### config.mk
export PLATFORM = sky130hd
export DESIGN_NAME = fifo_rd_ctrl
export DESIGN_NICKNAME = d
export VERILOG_FILES = /design/src/rtl/fifo_rd_ctrl.sv
export SDC_FILE = /design/constraint.sdc
export NUM_CORES = 1
export LEC_CHECK = 0
export CAP_MARGIN = 20
export CORE_ASPECT_RATIO = 1.4
export CORE_MARGIN = 5
export CORE_UTILIZATION = 44
export CTS_CLUSTER_DIAMETER = 120
export DETAILED_ROUTE_END_ITERATION = 8
export PLACE_DENSITY = 0.86
export SLEW_MARGIN = 20
export SYNTH_ARGS = -nofsm -noshare
export SYNTH_HDL_FRONTEND = slang
export SYNTH_SLANG_ARGS = --single-unit
### constraint.sdc
create_clock -name Clk -period 3.73 [get_ports Clk]
set_input_delay 0.746 -clock Clk [delete_from_list [all_inputs] [get_ports Clk]]
set_output_delay 0.746 -clock Clk [all_outputs]
set_load 0.005 [all_outputs]
### src/rtl/fifo_rd_ctrl.sv
// Read-side FIFO controller: read pointer, RAM read port, registered output with valid/ready,
// empty/almost_empty/level from the synchronised Gray write pointer. Optional checker: FIFO_RD_PTR_CHK_EN.
module fifo_rd_ctrl #(
    parameter int a_width   = 4,
    parameter int d_width   = 16,
    parameter int ae_thresh = 2
) (
    input  logic               Clk,
    input  logic               Rst,
    input  logic [a_width:0]   wr_ptr_gray_sync,
    output logic               rd_en,
    output logic [a_width-1:0] rd_addr,
    input  logic [d_width-1:0] rd_data_mem,
    output logic [a_width:0]   rd_ptr_gray,
    output logic [d_width-1:0] out_data,
    output logic               out_valid,
    input  logic               out_ready,
    output logic               empty,
    output logic               almost_empty,
    output logic [a_width:0]   rd_level,
    output logic               ptr_err
);

    localparam logic [a_width:0] c_depth     = (a_width+1)'(2**a_width);
    localparam logic [a_width:0] c_ae_thresh = (a_width+1)'(ae_thresh);

    function automatic logic [a_width:0] gray2bin(input logic [a_width:0] g);
        logic [a_width:0] b;
        b[a_width] = g[a_width];
        for (int i = a_width - 1; i >= 0; i--) begin
            b[i] = b[i+1] ^ g[i];
        end
        return b;
    endfunction

    function automatic logic [a_width:0] bin2gray(input logic [a_width:0] b);
        return (b >> 1) ^ b;
    endfunction

    logic [a_width:0]   r_rd_bin;
    logic [a_width:0]   r_rd_ptr_gray;
    logic [d_width-1:0] r_out_data;
    logic               r_out_valid;
    logic               r_ptr_err;

    logic [a_width:0]   w_wr_bin;
    logic [a_width:0]   w_rd_bin_nxt;
    logic [a_width:0]   w_level;
    logic               w_empty;
    logic               w_load;

    assign w_wr_bin     = gray2bin(wr_ptr_gray_sync);
    assign w_rd_bin_nxt = r_rd_bin + (a_width+1)'(1);
    // Unsigned wrap-around subtraction; the extra MSB keeps full (depth) distinct from empty (0).
    assign w_level      = w_wr_bin - r_rd_bin;
    assign w_empty      = (r_rd_ptr_gray == wr_ptr_gray_sync);

    // NOTE: every always_comb output gets a default first so no path can infer a latch.
    always_comb begin
        w_load = 1'b0;
        if (!w_empty && (!r_out_valid || out_ready) && !r_ptr_err) begin
            w_load = 1'b1;
        end
    end

    // NOTE: state uses non-blocking assignments so all registers update together at the edge.
    always_ff @(posedge Clk) begin
        if (Rst) begin
            r_rd_bin      <= '0;
            r_rd_ptr_gray <= '0;
            r_out_data    <= '0;
            r_out_valid   <= 1'b0;
        end else if (w_load) begin
            r_out_data    <= rd_data_mem;
            r_out_valid   <= 1'b1;
            r_rd_bin      <= w_rd_bin_nxt;
            r_rd_ptr_gray <= bin2gray(w_rd_bin_nxt);
        end else if (r_out_valid && out_ready) begin
            r_out_valid   <= 1'b0;
        end
    end

`ifdef FIFO_RD_PTR_CHK_EN
    // A level beyond the RAM depth can only come from a corrupted synchronised pointer.
    always_ff @(posedge Clk) begin
        if (Rst) begin
            r_ptr_err <= 1'b0;
        end else if (w_level > c_depth) begin
            r_ptr_err <= 1'b1;
        end
    end
`else
    assign r_ptr_err = 1'b0;
`endif

    assign rd_en        = w_load;
    assign rd_addr      = r_rd_bin[a_width-1:0];
    assign rd_ptr_gray  = r_rd_ptr_gray;
    assign out_data     = r_out_data;
    assign out_valid    = r_out_valid;
    assign empty        = w_empty;
    assign almost_empty = (w_level <= c_ae_thresh);
    assign rd_level     = w_level;
    assign ptr_err      = r_ptr_err;

endmodule

==> After elaboration in Yosys (flattened, before gate mapping) <==
Cells that the tools add are included.
{ "word_totals": {"reg_bits": 27, "input_bits": 24, "wordCells": 22} }
{ "classes": {"addsub": 2, "n_lt_le_gt_ge": 1, "eq_ne": 1, "n_mux": 3, "n_bitwise": 5, "reduce_logical": 6} }
{ "op_table": {"columns": ["cell", "n"], "rows": [
  ["adder 5 x 1 -> 5 bit (second input constant)", 1],
  ["== test 5 bit", 1],
  ["less-or-equal comparator 5 x 2 -> 1 bit (second input constant)", 1],
  ["subtractor 5 bit", 1],
  ["bitwise XOR 4 x 5 -> 5 bit", 1],
  ["bitwise XOR 1 bit", 4],
  ["two-way mux 1 bit", 3],
  ["logical AND 1 bit", 2],
  ["zero test 1 bit", 2],
  ["nonzero test 2 bit", 1],
  ["logical OR 1 bit", 1]
]} }

==> Logic depth before layout (Yosys ltp) <==
{ "logic_depth": {"ltp_word": 6, "depth_mapped": 11, "mapped_depth_nobuf": 11} }

==> Worst setup path before layout <==
Ideal clock, no wire load.
{ "synth_path": {"kind": "input to output", "startpoint": "in wr_ptr_gray_sync[4]", "endpoint": "out almost_empty", "arrival_time_ps": 2957, "slack_ps": 27, "stages": 11, "path_buffers": 0, "cell_sequence": "xor2_2 > xor2_2 > xor2_2 > xnor2_1 > ha_1 > inv_1 > fa_1 > a21o_1 > a21oi_1 > xnor2_1 > a2111oi_1"} }
{ "synth_between": {"elab_chain_len": 6} }
{ "synth_lines": {"columns": ["element", "line_no", "source"], "rows": [
  ["from (decl)", "10", "input logic [a_width:0] wr_ptr_gray_sync,"],
  ["bitwise XOR 1 bit (4 in a row)", "31", "b[i] = b[i+1] ^ g[i];"],
  ["subtractor 5 bit (*)", "55", "assign w_level = w_wr_bin - r_rd_bin;"],
  ["named net rd_level[4]", "20", "output logic [a_width:0] rd_level,"],
  ["less-or-equal comparator 5 x 2 -> 1 bit (*)", "102", "assign almost_empty = (w_level <= c_ae_thresh);"],
  ["to (decl)", "19", "output logic almost_empty,"]
]} }
The timed path passes the listed nets; every way through them passes the cells marked *.

==> Worst setup path in the final report <==
{ "layout_path": {"startpoint": "in wr_ptr_gray_sync[3]", "endpoint": "out almost_empty"} }
{ "layout_between": {"elab_chain_len": 6} }
{ "layout_lines": {"columns": ["element", "line_no"], "rows": [
  ["bitwise XOR 1 bit (*)", "31"],
  ["bitwise XOR 1 bit (3 in a row)", "31"],
  ["subtractor 5 bit (*)", "55"],
  ["less-or-equal comparator 5 x 2 -> 1 bit (*)", "102"]
]} }
Mark *: on every way between the ends. The rest lies on a longest branch, timed or not.

==> results by group <==
Power
  – P_sw: 0.257 mW
  – Leak: approximately 1.0 nW
  – Clock Power Share: 19.7%
  – Combinational Power Share: 43.1%
  – Switching share of power: 29.3%
  – Total power: 0.875 mW
  – Worst VDD drop: 0.260 mV
  – Cell Int Power: 0.618 mW
  – Reg power frac: 37.2%
  – Cell Pwr Density: 366 nW/um^2

Critical path
  – CP cell instances: buf_8 -> xor2_4 -> xor2_2 -> xor2_2 -> buf_4 -> buf_4 -> buf_4 -> ha_4 -> nor2b_2 -> o21a_1 -> or3_4 -> a2111oi_2 -> buf_2
  – CP Buf/Inv Count: 5
  – Top cell family by delay on the critical path: buffers and inverters
  – CP most frequent cell: buf_4
  – Peak fanout along the critical path: 2
  – Worst Reg-to-Reg Cells: 5
  – WP data arrival: 3.18 ns
  – Max incr delay on CP: 0.34 ns
  – Crit. path cell count: 13
  – Crit end category: output port
  – Setup slack, reg-to-reg: 1.90 ns
  – Crit path kind: input port to output port
  – CP Launch Type: input port
  – Crit-path slowest cell: or3_4
  – Req. time, crit path: 2.98 ns

Logic synthesis
  – Top cell type's share of synthesized area: 33.2%
  – Post-synth ARST share: 0%
  – Synth cell types: just over 40
  – Most frequent cells after synthesis: nand2_1, dfxtp_1, mux2i_1
  – EDFF count, synth: 0
  – Yosys warns: 0
  – Dominant cell type by area after synthesis: dfxtp_1
  – Syn Area/Cell: 9.40 um^2
  – Post-Syn Nets: 197
  – Post-Syn Area: 1570 um^2
  – Most numerous cell in the Yosys netlist: nand2_1
  – Most used DFF post-synth: dfxtp_1
  – Post-synthesis sequential area ratio: about a third
  – Synthesized instance count: around 170
  – Synth Register Bits: 26
  – Area contributors post-synth: dfxtp_1, mux2i_1, nand2_1, ha_1, xnor2_1

Layout
  – Register area: 520 um^2
  – Antenna diodes: 0
  – Layout cells sized above 1: approximately 22%
  – Non-Filler Instances: between 200 and 300
  – Final instance area: 2390 um^2
  – Synthesis-to-layout area growth: 52.3%
  – Area occupied by multi-input gates: 1020 um^2
  – Nets: 270
  – Filler cells: around 280

Clock network
  – Root Driver: clkbuf_8
  – Maximum clock insertion buffer count: 2
  – Clock sink total: 26
  – Clock tree from TritonCTS: done
  – Clock transition at path regs: 0.08 ns
  – CTS Buf Count: 3
  – Skew-Pair Late Insertion Delay: around 0.26 ns
  – H-tree levels: 1

Run status
  – Failing checks: negative setup slack
  – Status: complete, but fails checks

Timing
  – Final hold viol count: 0
  – Max Clock Freq: 0.255 GHz
  – RSZ-0062 raised after global routing: yes
  – Final Max Tran Viols: 0
  – Period utilisation layout: 105%
  – Setup ws final: -0.198 ns
  – Final min period: about 4 ns
  – Fin Clk Skew: 0.00167 ns
  – Final setup viols: 1
  – Hold WS: 0.460 ns

Floorplan
  – Die ar.: 4880 um^2
  – I/O pins: around 60
  – Initial Util: between 40% and 50%
  – Die H: around 81 um
  – Cell Rows: 25
  – Core area: about 3400 um^2
  – Die W: just over 60 um

Routing
  – DRT met1 WL: 1.54 mm
  – DRT Pass-1 Iters: 4
  – Routed len/inst: 14.3 um
  – Vias/cell: 5.07
  – Routed WL: 4.00 mm
  – Routed Antenna Nets: 0
  – DR top layer: met4
  – Met2 Routed Length: 2.17 mm
  – Drt first-iter violations: 19
  – Met3 wire length: 232 um
  – Via count: 1,415
  – DRC viols: 0

GRT
  – Largest net degree at the start of global routing: 25
  – Initial antenna violation count: 0
  – First-pass GRT wire length: 6.15 mm
  – Vias in the first global route: 1,432
  – Tot GR Track Use: 16.4%
  – Grt ovf: 0

Min path
  – Hold Path Class: flop to flop
  – Hold path depth: 2

Place
  – Post-DP Area: 2250 um^2
  – Port Buffers: 57
  – DP HPWL: 2.94 mm
  – GP Congestion: 0.848
  – Placed cells: 270
  – Dpl ws: -1.08 ns

Run
  – Maxcap violations: 0
-- worst register-to-register path: stages, from the launching register on --
cell and delay (ns):
dfxtp_1 0.48, xor2_1 0.37, o21ai_4 0.16, inv_6 0.07, buf_4 0.29, mux2_1 0.35
-- cell families after synthesis --
family / Yosys count / share of synthesized area (%)
AOI/OAI and AO/OA: 20 / 11.7
xor gates and xnor gates: 17 / 12.4
adders and majority gates: 6 / 5.26
buffers and inverters: 16 / 5.42
DFF: 26 / 33.2
muxes: 22 / 14.4
other: 1 / 0.239
and+or+nand+nor: 59 / 17.5
-- flip-flops by register name (all words and copies together) (netlist names) --
name and cells:
out_valid 1, out_data 16, r_rd_bin 5, rd_ptr_gray 4
-- cell type report --
cell class                      instances  share of cell area [%]
Timing Repair Buffer                   77                    29.9
Clock buffer                            4                    2.30
Multi-Input combinational cell        125                    42.6
Tap cell                               40                    2.09
Sequential cell                        26                    21.8
Inverter                                7                    1.31
-- layout by cell type, fill, tap and decap left out, types with 2 or more instances in the layout --
cell type / n
clkdlybuf4s50_1: 48
nand2_1: 36
dfxtp_1: 26
buf_4: 20
mux2i_1: 18
xnor2_1: 6
nor2_1: 6
inv_1: 5
nor2b_1: 5
xor2_1: 4
xnor2_2: 4
mux2_1: 4
clkbuf_8: 4
and3_1: 3
a21oi_1: 3
ha_1: 3
dlygate4sd2_1: 3
xor2_2: 2
a211oi_1: 2
nand4_1: 2
buf_6: 2
-- power groups by stage --
| stage | Clock (mW) | Sequential (mW) | Combinational (mW) |
|---|---|---|---|
| floorplan | 0 | 0.330 | 0.162 |
| global placement | 0 | 0.331 | 0.335 |
| detailed placement | 0 | 0.331 | 0.344 |
| CTS | 0.180 | 0.325 | 0.347 |
| global route | 0.193 | 0.329 | 0.406 |
| finish | 0.173 | 0.325 | 0.377 |
-- per-layer routing --
layer / vias to the layer above / GRT usage, %
met5: - / 0
met4: 0 / 8.24
met3: 8 / 2.73
met2: 43 / 30.1
met1: 661 / 17.2
li1: 703 / -
-- metrics by stage --
| step | TNS [ns] | utilization, % |
|---|---|---|
| global route | -0.411 | 70.1 |
| CTS | -0.193 | 68.6 |
| floorplan | 0 | - |
| detailed placement | -3.43 | 65.9 |
| finish | -0.198 | 70.1 |
| global placement | -2.94 | 65.9 |
-- final timing paths --
check | start | end
worst min-delay path | out_data[6] | out_data[6]
worst min register to register | out_data[6] | out_data[6]
worst max register to register | r_rd_bin[4] | r_rd_bin[0]
worst max-delay path | wr_ptr_gray_sync[3] | almost_empty
-- repair_timing --
item,CTS,global route
hold buffers,0,0
endpoints found under the setup margin,6,3
setup buffers,3,3
resized for setup,32,10
pin swaps,9,3
Power figures use the tool's default switching activity.
